[config.mk]
export PLATFORM = sky130hd
export DESIGN_NAME = led_seq_ctrl
export DESIGN_NICKNAME = d
export VERILOG_FILES = /design/src/rtl/led_seq_pkg.sv /design/src/rtl/led_seq_tick.sv /design/src/rtl/led_seq_ctrl.sv
export SDC_FILE = /design/constraint.sdc
export NUM_CORES = 1
export LEC_CHECK = 0
export ABC_AREA = 1
export CORE_ASPECT_RATIO = 0.9
export CORE_MARGIN = 2
export CORE_UTILIZATION = 56
export DETAILED_ROUTE_END_ITERATION = 10
export PLACE_DENSITY = 0.81
export SKIP_CTS_REPAIR_TIMING = 1
export SYNTH_ARGS = -nofsm -noshare
export SYNTH_HDL_FRONTEND = slang
export SYNTH_SLANG_ARGS = --single-unit
[constraint.sdc]
create_clock -name clk -period 3.5 [get_ports clk]
set_input_delay 0.35 -clock clk [delete_from_list [all_inputs] [get_ports clk]]
set_output_delay 0.35 -clock clk [all_outputs]
set_load 0.005 [all_outputs]
[src/rtl/led_seq_pkg.sv]
// -----------------------------------------------------------------------------
// led_seq_pkg
// Shared definitions for the LED sequencer. It holds the mode encodings, the
// register offsets inside the 4-byte window, the FSM state type and small
// helper functions.
// Optional feature macro: LED_SEQ_PWM_EN. When it is defined, mode 11 is PWM
// and its entry state is RUN_A. Otherwise mode 11 behaves as mode 00.
// -----------------------------------------------------------------------------
package led_seq_pkg;

    typedef enum logic [1:0] {
        ST_OFF    = 2'd0,
        ST_STATIC = 2'd1,
        ST_RUN_A  = 2'd2,
        ST_RUN_B  = 2'd3
    } state_t;

    localparam logic [1:0] MODE_STATIC = 2'b00;
    localparam logic [1:0] MODE_BLINK  = 2'b01;
    localparam logic [1:0] MODE_CHASE  = 2'b10;
    localparam logic [1:0] MODE_PWM    = 2'b11;

    localparam logic [1:0] OFF_PATTERN = 2'd0;
    localparam logic [1:0] OFF_CTRL    = 2'd1;
    localparam logic [1:0] OFF_PERIOD  = 2'd2;
    localparam logic [1:0] OFF_STATUS  = 2'd3;

    localparam int CTRL_EN_BIT = 2;

    // This is the state that the FSM enters when a sequence restarts with the
    // given CTRL value.
    function automatic state_t entry_state(input logic [2:0] ctrl);
        state_t s;
        if (!ctrl[CTRL_EN_BIT]) begin
            s = ST_OFF;
        end else begin
            case (ctrl[1:0])
                MODE_BLINK: s = ST_RUN_A;
                MODE_CHASE: s = ST_RUN_A;
`ifdef LED_SEQ_PWM_EN
                MODE_PWM:   s = ST_RUN_A;
`endif
                default:    s = ST_STATIC;
            endcase
        end
        return s;
    endfunction

    // This rotates the pattern left by one position. Bit 3 wraps to bit 0.
    function automatic logic [3:0] rotl1(input logic [3:0] p);
        return {p[2:0], p[3]};
    endfunction

endpackage

[src/rtl/led_seq_tick.sv]
// -----------------------------------------------------------------------------
// led_seq_tick
// This is a free-running prescaler. It asserts tick for one clk cycle out of
// every PRESCALE cycles. The first tick comes PRESCALE cycles after reset is
// released.
// Ports:
//   clk   - system clock
//   rst_n - asynchronous active-low reset
//   tick  - one-cycle step tick
// -----------------------------------------------------------------------------
module led_seq_tick #(
    parameter int PRESCALE = 25000
) (
    input  logic clk,
    input  logic rst_n,
    output logic tick
);

    localparam int CW = (PRESCALE > 2) ? $clog2(PRESCALE) : 1;
    localparam logic [CW-1:0] LAST = CW'(PRESCALE - 1);

    logic [CW-1:0] cnt_reg;

    always_ff @(posedge clk or negedge rst_n) begin
        if (!rst_n) begin
            cnt_reg <= '0;
        end else if (cnt_reg == LAST) begin
            cnt_reg <= '0;
        end else begin
            cnt_reg <= cnt_reg + 1'b1;
        end
    end

    assign tick = (cnt_reg == LAST);

endmodule

[src/rtl/led_seq_ctrl.sv]
// -----------------------------------------------------------------------------
// led_seq_ctrl
// This is a memory-mapped LED sequencer with four byte registers at BASE_ADDR:
//   +0 PATTERN[3:0]
//   +1 CTRL (bits [1:0] mode, bit 2 enable)
//   +2 PERIOD[7:0]
//   +3 STATUS (read-only)
// The modes are static, blink, chase, and PWM when that option is enabled.
// Ports:
//   clk      - system clock
//   rst_n    - asynchronous active-low reset
//   Abus     - CPU address bus (16 bits)
//   Data_In  - CPU write data (8 bits)
//   we       - write strobe, active high
//   Data_Out - combinational read data (8 bits). It is 0 when the address does
//              not hit the window.
//   LEDs     - registered LED drive (4 bits)
// Optional feature macro: LED_SEQ_PWM_EN. It enables PWM in mode 11 and adds
// the 4-bit phase counter that PWM needs.
// -----------------------------------------------------------------------------
module led_seq_ctrl
    import led_seq_pkg::*;
#(
    parameter logic [15:0] BASE_ADDR = 16'hD018,
    parameter int          PRESCALE  = 25000
) (
    input  logic        clk,
    input  logic        rst_n,
    input  logic [15:0] Abus,
    input  logic [7:0]  Data_In,
    input  logic        we,
    output logic [7:0]  Data_Out,
    output logic [3:0]  LEDs
);

    logic        hit;
    logic [1:0]  offset;
    logic        wr;
    logic        restart;
    logic        tick;
    logic        step;
    logic [7:0]  eff_period;

    logic [3:0]  pattern_reg, pattern_next;
    logic [2:0]  ctrl_reg, ctrl_next;
    logic [7:0]  period_reg, period_next;
    logic [7:0]  step_cnt_reg, step_cnt_next;
    logic [3:0]  work_reg, work_next;
    logic [3:0]  leds_reg, leds_next;
    state_t      state_reg, state_next;

    assign hit    = (Abus[15:2] == BASE_ADDR[15:2]);
    assign offset = Abus[1:0];
    assign wr     = we && hit;

    led_seq_tick #(.PRESCALE(PRESCALE)) u_tick (
        .clk   (clk),
        .rst_n (rst_n),
        .tick  (tick)
    );

`ifdef LED_SEQ_PWM_EN
    logic [3:0] phase_reg;

    always_ff @(posedge clk or negedge rst_n) begin
        if (!rst_n) begin
            phase_reg <= '0;
        end else begin
            phase_reg <= phase_reg + 1'b1;
        end
    end
`endif

    // Register write decode. A write to STATUS is dropped.
    always_comb begin
        pattern_next = pattern_reg;
        ctrl_next    = ctrl_reg;
        period_next  = period_reg;
        restart      = 1'b0;
        if (wr) begin
            case (offset)
                OFF_PATTERN: begin
                    pattern_next = Data_In[3:0];
                    restart      = 1'b1;
                end
                OFF_CTRL: begin
                    ctrl_next = Data_In[2:0];
                    restart   = 1'b1;
                end
                OFF_PERIOD: period_next = Data_In;
                default: ;
            endcase
        end
    end

    // The step compare uses >=. If PERIOD is lowered below the current count,
    // the next tick still fires a step and the counter does not run past it.
    assign eff_period = (period_reg == 8'd0) ? 8'd1 : period_reg;
    assign step       = tick && (({1'b0, step_cnt_reg} + 9'd1) >= {1'b0, eff_period});

    always_comb begin
        step_cnt_next = step_cnt_reg;
        if (restart) begin
            step_cnt_next = '0;
        end else if (tick) begin
            step_cnt_next = step ? 8'd0 : step_cnt_reg + 8'd1;
        end
    end

    // FSM next state and working pattern. A restart takes priority over a step
    // in the same cycle.
    always_comb begin
        state_next = state_reg;
        work_next  = work_reg;
        if (restart) begin
            state_next = entry_state(ctrl_next);
            work_next  = pattern_next;
        end else if (step) begin
            case (state_reg)
                ST_RUN_A: begin
                    if (ctrl_reg[1:0] == MODE_BLINK) begin
                        state_next = ST_RUN_B;
                    end else if (ctrl_reg[1:0] == MODE_CHASE) begin
                        work_next = rotl1(work_reg);
                    end
                end
                ST_RUN_B: state_next = ST_RUN_A;
                default: ;
            endcase
        end
    end

    // The LED value is computed from the post-edge state. LEDs therefore
    // follow the causing write or step with exactly one clk of latency.
    always_comb begin
        leds_next = 4'b0000;
        case (state_next)
            ST_STATIC: leds_next = pattern_next;
            ST_RUN_A: begin
                if (ctrl_next[1:0] == MODE_CHASE) begin
                    leds_next = work_next;
`ifdef LED_SEQ_PWM_EN
                end else if (ctrl_next[1:0] == MODE_PWM) begin
                    leds_next = (phase_reg < period_next[3:0]) ? pattern_next : 4'b0000;
`endif
                end else begin
                    leds_next = pattern_next;
                end
            end
            default: leds_next = 4'b0000;
        endcase
    end

    always_ff @(posedge clk or negedge rst_n) begin
        if (!rst_n) begin
            pattern_reg  <= '0;
            ctrl_reg     <= '0;
            period_reg   <= '0;
            step_cnt_reg <= '0;
            work_reg     <= '0;
            leds_reg     <= '0;
            state_reg    <= ST_OFF;
        end else begin
            pattern_reg  <= pattern_next;
            ctrl_reg     <= ctrl_next;
            period_reg   <= period_next;
            step_cnt_reg <= step_cnt_next;
            work_reg     <= work_next;
            leds_reg     <= leds_next;
            state_reg    <= state_next;
        end
    end

    assign LEDs = leds_reg;

    always_comb begin
        Data_Out = 8'h00;
        if (hit) begin
            case (offset)
                OFF_PATTERN: Data_Out = {4'b0000, pattern_reg};
                OFF_CTRL:    Data_Out = {5'b00000, ctrl_reg};
                OFF_PERIOD:  Data_Out = period_reg;
                default:     Data_Out = {2'b00, state_reg, leds_reg};
            endcase
        end
    end

endmodule

# Word level (Yosys, flattened, before mapping)
# Index checks and enable logic that the tools add are counted.
# W data, S select, Z words.
[totals]
register_bits = 48
inputBits = 27
output_inout_bits = 12
elab_cells = 58
[op_classes]
add_sub_neg = 3
magnitude_cmp = 1
n_eq_ne = 12
n_mux = 26
reduce_logical = 8
[ops]
columns = ["op", "count"]
rows = [
  ["$mux W8", 5],
  ["$mux W4", 8],
  ["$pmux W8 S3", 1],
  ["$add A15 B1 Y15 const B", 1],
  ["$eq A15 B15 Y1 const B", 1],
  ["$mux W15", 1],
  ["$eq A14 B14 Y1 const B", 1],
  ["$eq A2 B2 Y1 const B", 6],
  ["$mux W2", 5],
  ["$add A8 B1 Y9 const B", 1],
  ["$ge A9 B8 Y1", 1],
  ["$add A8 B1 Y8 const B", 1],
  ["$eq A2 B1 Y1 const B", 4],
  ["$logic_not A8 Y1", 1],
  ["$pmux W4 S2", 1],
  ["$mux W3", 2],
  ["$pmux W2 S2", 1],
  ["$reduce_or A2 Y1", 2],
  ["$logic_and A1 B1 Y1", 2],
  ["$logic_not A2 Y1", 1],
  ["$mux W1", 2],
  ["$reduce_and A2 Y1", 1],
  ["$reduce_bool A2 Y1", 1],
]

# Logic depth before layout (Yosys ltp)
# Gate-level depths: netlist of run 1.
[logic_depth]
ltp_word = 10
ltp_mapped = 24
mapped_depth_nobuf = 24

# Cells and area by module
# A second synthesis of run 1 with hierarchy kept.
[hier_totals]
hier_cells = 424
area_unflattened_um2 = 3080.5
[by_module_without_submodules]
columns = ["mod", "n_inst", "cells_each", "area_each_um2", "seq_area_each_um2"]
rows = [
  ["led_seq_ctrl", 1, 295, 2180.8, 825.8],
  ["led_seq_tick", 1, 129, 899.6, 375.4],
]

# Worst setup path after synthesis of run 1
# OpenSTA, ideal clock, no wires.
[synth_timing]
kind = "flip-flop to flip-flop"
from = "register step_cnt_reg[0]"
to = "register leds_reg[1], in the netlist LEDs[1]"
setup_ns = 0.121
arrival_ns = 2.781
t_required_ns = 3.379
path_slack_ns = 0.599
stages_incl_launch_ff = 24
n_path_buf = 0
synth_period_minus_slack_ns = 2.901
path_cell_list = "dfrtp_1 > ha_1 > nand3_1 > xor2_1 > ha_1 > nand2_1 > inv_1 > nand2_1 > nand3_1 > nand2_1 > nand2_1 > nand2_1 > nand2_1 > inv_1 > nor2_1 > o21ai_0 > or2_2 > nand2_1 > ha_1 > inv_1 > nor2_1 > or2_2 > nand2_1 > a21oi_1"
[synth_between]
elab_chain_len = 7
elab_cells_between_ends = 11
cone_classes = "add/sub: 1; order compare: 1; eq/ne: 2; mux: 6; reduce/logical: 1"
[synth_lines]
columns = ["item", "line_no", "rtl"]
rows = [
  ["start: declaration", "led_seq_ctrl.sv:47", "logic [7:0] step_cnt_reg, step_cnt_next;"],
  ["start signal: assignment", "led_seq_ctrl.sv:167", "step_cnt_reg <= step_cnt_next;"],
  ["$add A8 B1 Y9 (*)", "led_seq_ctrl.sv:99", "assign step = tick && (({1'b0, step_cnt_reg} + 9'd1) >= {1'b0, eff_period});"],
  ["$ge A9 B8 Y1 (*)", "led_seq_ctrl.sv:99", ""],
  ["$logic_and A1 B1 Y1 (*)", "led_seq_ctrl.sv:99", ""],
  ["$mux W2 / $mux W4 (equally long branches)", "led_seq_ctrl.sv:118", "end else if (step) begin"],
  ["$mux W2 / $mux W4 (equally long branches)", "led_seq_ctrl.sv:115", "if (restart) begin"],
  ["$eq A2 B2 Y1, or another cell as far along", "led_seq_ctrl.sv:137", "case (state_next)"],
  ["$pmux W4 S2 (*)", "led_seq_ctrl.sv:137", ""],
  ["via leds_next[1]", "led_seq_ctrl.sv:49", "logic [3:0] leds_reg, leds_next;"],
  ["end signal: assignment", "led_seq_ctrl.sv:169", "leds_reg <= leds_next;"],
  ["end: declaration", "led_seq_ctrl.sv:49", ""],
]
# The timed path passes the listed nets; every way through them passes the cells marked *.
# A chain may end at the register's enable or synchronous reset.

# Worst setup path after layout of run 1
[layout_timing]
from = "register step_cnt_reg[1]"
to = "register leds_reg[2], in the netlist LEDs[2]"
# Same word-level chain as after synthesis.

==> results by group, run 1 <==
Timing
  – Min Tclk post-route: approximately 3.2 ns
  – Worst Tran Pin Value: 1.05 ns
  – Final setup vio count: 0
  – Clock Skew: 0.00683 ns
  – Hold Fails Final Rpt: 0
  – Worst setup margin: 0.302 ns
  – Max-slew headroom: 29.8%
  – Setup TNS: 0 ns
  – Tcrit/Tclk final: between 90% and 100%
  – Final Max Tran Viols: 0
  – F_max: 313 MHz

Critical path
  – Crit-path max FO: 6
  – Arr. time, crit path: 3.39 ns
  – R2r startpoint: step_cnt_reg[1]
  – CP Capture Type: flop
  – Crit. Startpoint: step_cnt_reg[1]
  – CP startpoint kind: flop
  – CP required: 3.70 ns
  – Critical path class: flop to flop

Placed design
  – HPWL Detailed: 5.44 mm
  – IO buf count: 38
  – Pre-CTS WS: 0.150 ns
  – Final Wtd Congestion: between 0.8 and 0.9

Synth
  – Library cell with the largest summed area after synthesis: dfrtp_1
  – Sequential cell area fraction in the yosys report: roughly 40%
  – Ys async rst share: 100%
  – #FFs+latches synth: 48
  – Syn_nets: around 440
  – Yosys top cell area share: 39.9%
  – Synth unique cells: 35
  – Syn avg cell area: 7.61 µm²
  – Synth area leaders: dfrtp_1 (40%), nand2_1 (12%), inv_1 (9.3%)
  – Post-synth EDFFs: 0
  – Synth Flop Type: dfrtp_1
  – Mapped Area: roughly 3000 µm²
  – Synth warn: 0
  – Syn Inst Count: 396

Clocking
  – CTS Buffer Depth: 2
  – Clock Sinks: 48
  – CTS buffer count: 5
  – CTS tree: yes
  – CTS H-tree lvls: 2
  – Clk pin slew, worst setup/hold paths: 0.09 ns
  – Worst-Skew Late Latency: between 0.3 and 0.4 ns
  – Root Driver: clkbuf_8

Cells and area
  – N_diodes: 0
  – Nets: 480
  – Layout cells sized above 1: 9.07%
  – Max FFs per register: 15
  – Area Overhead vs Synth: 19.1%

Die
  – Die Wd: 81.3 µm
  – Full die area: 5980 µm²
  – Initial Utilization: 57.7%
  – CORE AREA: roughly 5200 µm²
  – I/O pins: 39
  – Die span in y: 73.6 µm
  – Site Rows: 25

Routing
  – # DRC: 0
  – Total wire length: 7.05 mm
  – Routed vias: 2734
  – DR WL/cell: roughly 14 µm
  – Iteration count of the initial detailed-routing pass: 5
  – Iter 0 DRT Violations: around 130
  – ANT nets after route: 0
  – Vias per cell: 5.38

Global routing
  – GRT Util Overall: 24.6%
  – Initial antenna violation count: 0
  – Grt ovf: 0
  – Largest net degree at the start of global routing: between 40 and 50
  – First-pass GRT wire length: 11.3 mm
  – Vias in the first global route: 2529

Run status
  – Outcome: complete, no violations

Pwr
  – VDD IR max: roughly 0.24 mV
  – PwrDens: ~270 nW/µm²
  – Lkg Pwr: 1.69 nW

Worst hold path
  – Worst Hold Class: input pin to async pin

Run
  – Max-cap violations: 0
## final timing paths
kind	depth (start not counted)	slack (ns)	to
max in group asynchronous	1	2.57	step_cnt_reg[0]
min reg2reg	1	0.47	u_tick.cnt_reg[0]
min in group clk	1	0.47	u_tick.cnt_reg[0]
max	24	0.30	LEDs[2]
min	1	0.22	step_cnt_reg[3]
max reg2reg	24	0.30	LEDs[2]
## cells in the final DEF (no fill, tap or decap), drive strengths merged
master / synthesis / layout
mux2: 5 / 5
nand2: 94 / 94
nand4: 11 / 11
nor2: 25 / 25
buf: 2 / 3
clkdlybuf4s50: 0 / 37
nand3: 26 / 26
and3: 1 / 1
a41o: 1 / 1
inv: 75 / 75
nor3: 11 / 11
a21oi: 18 / 18
xor2: 8 / 8
or2: 5 / 5
dfrtp: 48 / 48
o41ai: 1 / 1
clkinvlp: 0 / 1
o21ai: 35 / 35
mux2i: 1 / 1
clkbuf: 1 / 7
nand3b: 1 / 1
o211ai: 1 / 1
nor4: 6 / 6
nor3b: 1 / 1
ha: 13 / 13
a31oi: 5 / 5
clkinv: 1 / 1
## per-stage QoR
stage	instance area (µm²)	power (mW)	hold slack (ns)	util (%)	cells
after floorplan	3010	0.583	0.0544	-	396
after global placement	3450	0.629	0.452	66.1	498
after detailed placement	3450	0.630	0.458	66.1	498
after CTS	3550	0.976	0.260	67.9	506
after global routing	3590	1.01	0.314	68.7	508
final	3590	0.965	0.224	68.7	508
## logic make-up after synthesis
family / share of synthesized area, %
adders and majority gates: 5.40
xor gates and xnor gates: 2.33
DFF: 39.9
buffers and inverters: 10.3
and+or+nand+nor: 28.3
muxes: 2.70
AOI/OAI and AO/OA: 11.1
## metal layers
metal,global-route usage [%],up-vias,routed length (µm)
li1,-,1365,-
met2,39.2,62,3400
met1,34.4,1298,3240
met3,3.69,9,307
met5,0,-,0
met4,8.29,0,97
## where the power goes
part | leakage [nW] | switching, mW | internal [mW] | total (mW)
combinational | 1.00 | 0.0337 | 0.0306 | 0.0643
clock | 0.0445 | 0.186 | 0.161 | 0.347
sequential | 0.639 | 0.0000639 | 0.554 | 0.554
## synthesized netlist by cell type, types with 8 or more instances
master / count
inv_1: 75
nand3_1: 25
dfrtp_1: 48
ha_1: 13
o21ai_0: 32
xor2_1: 8
a21oi_1: 18
nor2_1: 21
nand2_1: 93
nor3_1: 9
nand4_1: 11
## critical path, stage by stage, from the launching register on
cell	delay [ns]
dfrtp_1	0.40
buf_4	0.13
nand4_1	0.10
or2_2	0.30
xor2_1	0.17
inv_1	0.07
ha_1	0.28
nand2_1	0.04
inv_1	0.04
nand2_1	0.05
nand2_1	0.05
nand2_1	0.06
nand2_2	0.10
inv_1	0.08
nor2_2	0.12
nand2_1	0.06
o21ai_1	0.10
or2_2	0.13
nand2_1	0.07
ha_1	0.22
inv_1	0.06
nor2_1	0.04
or2_2	0.30
nand2_1	0.08
a21oi_1	0.06
## area by class of cell
type	count	area [µm²]
clock buffer	7	86.3
clock inverter	1	7.51
fill	449	1630
inverter	76	290
multi-input combinational	269	1530
sequential	48	1200
tap	67	83.8
timing repair buffer	40	390
Power figures use the tool's default switching activity.
==> run 2, diff against run 1 <==
HOLD_SLACK_MARGIN = 0.08   (was default)
==> results of run 2 <==
The final DEF is identical to that of run 1; final timing and power are the same.
